===== config.mk =====
export PLATFORM = sky130hd
export DESIGN_NAME = ibex_rf_wb_buffer
export DESIGN_NICKNAME = d
export VERILOG_FILES = /design/src/rtl/ibex_rf_wb_buffer.sv
export SDC_FILE = /design/constraint.sdc
export NUM_CORES = 1
export LEC_CHECK = 0
export BUFFER_PORTS_ARGS = -buffer_cell sky130_fd_sc_hd__buf_2
export CAP_MARGIN = 20
export CELL_PAD_IN_SITES_DETAIL_PLACEMENT = 1
export CELL_PAD_IN_SITES_GLOBAL_PLACEMENT = 2
export CORE_UTILIZATION = 41
export CTS_CLUSTER_DIAMETER = 60
export DETAILED_ROUTE_END_ITERATION = 8
export MAX_ROUTING_LAYER = met4
export PLACE_DENSITY_LB_ADDON = 0.1
export SETUP_SLACK_MARGIN = 0.15
export SLEW_MARGIN = 5
export SYNTH_ARGS = -nofsm -noshare
export SYNTH_HDL_FRONTEND = slang
export SYNTH_SLANG_ARGS = --single-unit

===== constraint.sdc =====
create_clock -name clk_i -period 6.5 [get_ports clk_i]
set_clock_uncertainty 0.1 [all_clocks]
set_input_delay 0.65 -clock clk_i [delete_from_list [all_inputs] [get_ports clk_i]]
set_output_delay 0.65 -clock clk_i [all_outputs]
set_load 0.02 [all_outputs]

===== src/rtl/ibex_rf_wb_buffer.sv =====
// ibex_rf_wb_buffer: in-order write-back FIFO to the RF write port with read forwarding; RF_WB_COALESCE_EN merges writes to a pending register
module ibex_rf_wb_buffer #(
  parameter int DataWidth = 32,
  parameter int Depth     = 4
) (
  input  logic                 clk_i,
  input  logic                 rst_i,
  input  logic                 we_i,
  input  logic [4:0]           waddr_i,
  input  logic [DataWidth-1:0] wdata_i,
  output logic                 wr_stall_o,
  input  logic                 rf_busy_i,
  output logic                 rf_we_o,
  output logic [4:0]           rf_waddr_o,
  output logic [DataWidth-1:0] rf_wdata_o,
  input  logic [4:0]           raddr_a_i,
  output logic                 fwd_a_valid_o,
  output logic [DataWidth-1:0] fwd_a_data_o,
  input  logic [4:0]           raddr_b_i,
  output logic                 fwd_b_valid_o,
  output logic [DataWidth-1:0] fwd_b_data_o,
  output logic                 empty_o
);
  localparam int PW = $clog2(Depth);
  logic [4:0]           r_addr [Depth];
  logic [DataWidth-1:0] r_data [Depth];
  logic [PW-1:0]        r_rd_ptr, r_wr_ptr;
  logic [PW:0]          r_count;
  logic                 w_wr, w_full, w_pop, w_acc, w_enq, w_coal;
  assign w_wr       = we_i & (waddr_i != 5'd0);
  assign w_full     = r_count == (PW+1)'(Depth);
  assign w_pop      = (r_count != '0) & ~rf_busy_i & ~rst_i;
  assign w_acc      = w_wr & (w_coal | ~w_full | w_pop);
  assign w_enq      = w_acc & ~w_coal & ~rst_i;
  assign wr_stall_o = w_wr & w_full & rf_busy_i & ~w_coal;
  assign rf_we_o    = w_pop;
  assign rf_waddr_o = r_addr[r_rd_ptr];
  assign rf_wdata_o = r_data[r_rd_ptr];
  assign empty_o    = r_count == '0;
`ifdef RF_WB_COALESCE_EN
  logic          w_cm;
  logic [PW-1:0] w_cidx;
  // youngest pending entry with the incoming address, excluding a head leaving this cycle
  always_comb begin
    w_cm   = 1'b0;
    w_cidx = '0;
    for (int k = 0; k < Depth; k++)
      if ((PW+1)'(k) < r_count && !(k == 0 && w_pop) && r_addr[r_rd_ptr + PW'(k)] == waddr_i) begin
        w_cm   = 1'b1;
        w_cidx = r_rd_ptr + PW'(k);
      end
  end
  assign w_coal = w_wr & w_cm;
`else
  assign w_coal = 1'b0;
`endif
  // pointer and occupancy state
  always_ff @(posedge clk_i) begin
    if (rst_i) begin
      r_rd_ptr <= '0;
      r_wr_ptr <= '0;
      r_count  <= '0;
    end else begin
      if (w_pop) r_rd_ptr <= r_rd_ptr + PW'(1);
      if (w_enq) r_wr_ptr <= r_wr_ptr + PW'(1);
      r_count <= (w_enq & ~w_pop) ? r_count + (PW+1)'(1) :
                 (~w_enq & w_pop) ? r_count - (PW+1)'(1) : r_count;
    end
  end
  // entry storage, left uncleared by reset
  always_ff @(posedge clk_i) begin
    if (w_enq) begin
      r_addr[r_wr_ptr] <= waddr_i;
      r_data[r_wr_ptr] <= wdata_i;
    end
`ifdef RF_WB_COALESCE_EN
    if (w_coal & ~rst_i) r_data[w_cidx] <= wdata_i;
`endif
  end
  // forwarding: incoming accepted write beats the youngest matching entry
  always_comb begin
    fwd_a_valid_o = 1'b0;
    fwd_a_data_o  = '0;
    fwd_b_valid_o = 1'b0;
    fwd_b_data_o  = '0;
    for (int k = 0; k < Depth; k++)
      if ((PW+1)'(k) < r_count) begin
        if (raddr_a_i != 5'd0 && r_addr[r_rd_ptr + PW'(k)] == raddr_a_i) begin
          fwd_a_valid_o = 1'b1;
          fwd_a_data_o  = r_data[r_rd_ptr + PW'(k)];
        end
        if (raddr_b_i != 5'd0 && r_addr[r_rd_ptr + PW'(k)] == raddr_b_i) begin
          fwd_b_valid_o = 1'b1;
          fwd_b_data_o  = r_data[r_rd_ptr + PW'(k)];
        end
      end
    if (w_acc && waddr_i == raddr_a_i) begin
      fwd_a_valid_o = 1'b1;
      fwd_a_data_o  = wdata_i;
    end
    if (w_acc && waddr_i == raddr_b_i) begin
      fwd_b_valid_o = 1'b1;
      fwd_b_data_o  = wdata_i;
    end
  end
endmodule

==> flow_summary_export.csv <==
group,metric,value,unit
power,ir_drop,0.000187,V
global_routing,grtUsageTotal,29.5,%
clock_tree,cts_buffers,17,
sta,setup_viol,0,
min_path,hold_path.class,"primary input to flip-flop",
clock_tree,h-tree-depth,4,
clock_tree,postCtsSetupBuffers,0,
cells_and_area,multiInputGateArea,6740,um2
drt,via_count,10400,
synth,syn_area,11800,um2
power,power.density,274,nW/um2
synth,synth_top_area_share,37.7,%
sta,period_minus_slack,5170,ps
power,total_power,3680,uW
clock_tree,tritoncts,"done",
sta,worstMarginPinSlew,1020,ps
critical_path,slowest_delay,830,ps
synth,syn_avg_cell_area,10.5,um2
cells_and_area,fin_nets,1277,
drt,detail-route-antenna-nets,0,
cells_and_area,layout.cells.non_filler,1608,
synth,ys_top_cells_by_area,"edfxtp_1 38%, mux4_2 15%, o21ai_0 7.1%, mux2i_1 3.9%, mux2_2 3.1%",
placed_design,place.gp.congestion,0.837,
critical_path,crit_start,"r_rd_ptr[1]",
sta,grt_setup_unrepaired,"no",
clock_tree,ctsResizeCount,0,
synth,synth_edf_count,148,
die,core,28000,um2
sta,slew_viol_final,0,
drt,vias_per_cell,6.44,
synth,synth_top_cell_by_area,"edfxtp_1",
power,seq_power_share,34.3,%
power,p_leak,0.00450,uW
global_routing,antenna_found_initial,0,
critical_path,critical_path_class,"flip-flop to output pin",
cells_and_area,nFillCells,3150,
synth,synthArstFlopShare,0,%
outcome,outcome,"completed",
cells_and_area,seq_area,4630,um2
clock_tree,worst_skew_pair.late_latency,440,ps
drt,wl_per_cell,25.7,um
job,cap_violations,0,
cells_and_area,diodes,0,
global_routing,first_global_vias,10500,
min_path,holdCritStartpoint,"wdata_i[30]",
global_routing,grt_pass1_wl,62.9,mm
critical_path,critical_path.top_delay_family,"buffers and inverters",
sta,min_period_over_period,79.5,%
clock_tree,cts_buffer_depth,2,
critical_path,required,5750,ps
global_routing,grt_overflow,0,
synth,yosysWarnings,0,
die,num_rows,61,
clock_tree,cts_hold_buf,0,
power,power_switching,1390,uW
synth,netlist_instances,1123,
power,combPwrFrac,38.9,%
placed_design,dp.cells,1576,
critical_path,cp_num_buf_inv,4,
synth,synthFlopType,"edfxtp_1",
critical_path,crit_top_cell,"buf_4",
die,dieArea,29500,um2
drt,firstDrtPassIters,5,
cells_and_area,final_util,48.0,%
critical_path,path_max_fanout,66,
sta,final.setup.tns,0,ps
critical_path,worst-endpoint-arrival,4420,ps
drt,first_iter_violations,699,
critical_path,path_cells,"buf_4 -> inv_2 -> a21oi_1 -> nor4_4 -> nor2_2 -> buf_4 -> o21ai_0 -> o21ai_1 -> buf_2",
synth,ys_seq_area_share,39.2,%
power,clkPwrFrac,26.8,%
synth,synth_nets,1183,
sta,max_freq,0.194,GHz
clock_tree,root_buffer,"clkbuf_16",
critical_path,cp-end-kind,"output pin",
cells_and_area,area_growth,13.9,%
drt,routed_wl,41.3,mm
sta,hold_ws,353,ps
critical_path,reg2reg_from,"r_count[0]",
global_routing,grt_max_degree,67,
cells_and_area,drive_gt1_share,28.5,%
placed_design,io_buffers,156,
critical_path,cp-start-kind,"flip-flop",
critical_path,cp_slowest_cell,"dfxtp_4",
power,swShare,37.8,%
die,start_util,42.1,%
sta,slew_headroom,32.1,%
drt,drcViolationCount,0,
synth,synth-seq-cells,157,
clock_tree,cts_sinks,157,
power,p_int,2290,uW
clock_tree,path_clk_slew,70,ps
sta,finalHoldViolations,0,
die,io_pins,157,
die,die_x,172,um
placed_design,dp_hpwl,26.3,mm
synth,synth_cell_types,56,
die,die_y,172,um
-- cell type report --
type / count / area share (%)
sequential: 157 / 34.5
tap: 378 / 3.52
clock buffer: 17 / 3.16
timing repair buffer: 182 / 7.35
clock inverter: 15 / 1.15
multi-input combinational: 851 / 50.1
inverter: 8 / 0.223
-- flip-flops by register name, summed over array words and instances (netlist names), named ones only --
signal	count
r_count	3
r_data	128
r_addr	20
r_wr_ptr	2
r_rd_ptr	2
-- through the flow --
| stage | cell area [um2] | setup slack, ps |
|---|---|---|
| 2_1_floorplan | 11800 | 3000 |
| 3_3_place_gp | 12800 | 1750 |
| 3_5_place_dp | 12900 | 1810 |
| 4_1_cts | 13400 | 1320 |
| 5_1_grt | 13400 | 1090 |
| 6_report | 13400 | 1330 |
-- cells in the mapped netlist, types with 3 or more instances --
cell type / instances
and2_1: 5
a221oi_1: 5
clkbuf_1: 69
o211ai_1: 3
nand2b_1: 6
xor2_1: 22
nand2_1: 94
nand3_1: 39
nor4_2: 3
nor2_1: 58
a2bb2oi_1: 26
o311a_1: 4
nor4_1: 3
a211oi_1: 4
ha_1: 9
dfxtp_1: 9
edfxtp_1: 148
buf_6: 5
or3_1: 5
a21oi_1: 62
nor3_1: 7
a31oi_1: 8
o2111ai_1: 4
a22oi_1: 32
xnor2_1: 34
nor2b_1: 3
buf_2: 19
inv_1: 8
o21ai_0: 167
o31ai_1: 29
mux2i_1: 46
o21ai_1: 38
mux2_2: 33
buf_1: 12
mux4_2: 79
-- path summary, 6_finish.rpt --
check                endpoint  slack [ps]  depth (start not counted)
max          fwd_b_data_o[31]        1330                          9
min             r_data[3][30]         350                          1
max reg2reg      r_data[0][0]        3520                          7
min reg2reg       r_wr_ptr[1]         470                          2
-- routing by layer --
| layer | up-vias | global-route usage [%] | routed length (um) | share of wire [%] |
|---|---|---|---|---|
| li1 | 4555 | - | - | - |
| met1 | 5349 | 39.0 | 18300 | 44 |
| met2 | 382 | 47.5 | 19700 | 48 |
| met3 | 66 | 3.84 | 2400 | 5.8 |
| met4 | 0 | 8.62 | 860 | 2.1 |
| met5 | - | - | 0 | 0 |
-- cell usage in the layout, fill, tap and decap left out, types with 5 or more instances in the layout --
master | synthesis | routed
nand2_1 | 94 | 94
nor3_1 | 7 | 6
clkbuf_16 | 0 | 17
a31oi_1 | 8 | 8
dfxtp_1 | 9 | 5
nor2_1 | 58 | 57
buf_4 | 0 | 25
mux2i_1 | 46 | 46
a2bb2oi_1 | 26 | 26
nand2b_1 | 6 | 6
o21ai_1 | 38 | 37
o31ai_1 | 29 | 29
buf_2 | 19 | 156
ha_1 | 9 | 9
a22oi_1 | 32 | 32
inv_6 | 0 | 6
a221oi_1 | 5 | 5
xor2_1 | 22 | 22
xnor2_1 | 34 | 34
mux2_2 | 33 | 33
inv_1 | 8 | 7
nand3_1 | 39 | 39
edfxtp_1 | 148 | 148
o21ai_0 | 167 | 167
mux4_2 | 79 | 79
a21oi_1 | 62 | 62
-- worst reg2reg max path: cells and delay by family, from the launching register on --
kind / cells / cell delay, ps
buf+inv: 2 / 640
flops: 1 / 470
compound gates: 2 / 420
fa+ha+maj: 1 / 250
simple gates: 2 / 700
-- power by group through the flow --
stage / sequential, uW / combinational (uW) / clock, uW
2_1_floorplan: 1210 / 1110 / 0
3_3_place_gp: 1280 / 1420 / 0
3_5_place_dp: 1280 / 1430 / 0
4_1_cts: 1260 / 1440 / 1010
5_1_grt: 1270 / 1540 / 1040
6_report: 1260 / 1430 / 988
-- cells by family (layout without fill, tap and decap cells) --
kind of cell | after synthesis | in the layout | synth area share [%]
AO/OA/AOI/OAI | 393 | 393 | 20.0
multiplexers | 159 | 159 | 22.3
buffers and inverters | 115 | 222 | 4.33
adder cells (fa/ha/maj) | 9 | 9 | 0.954
flip-flops | 157 | 157 | 39.2
XOR/XNOR | 56 | 56 | 4.16
AND/OR/NAND/NOR | 234 | 234 | 9.08
Note: power is estimated with default switching activity, not from simulation.
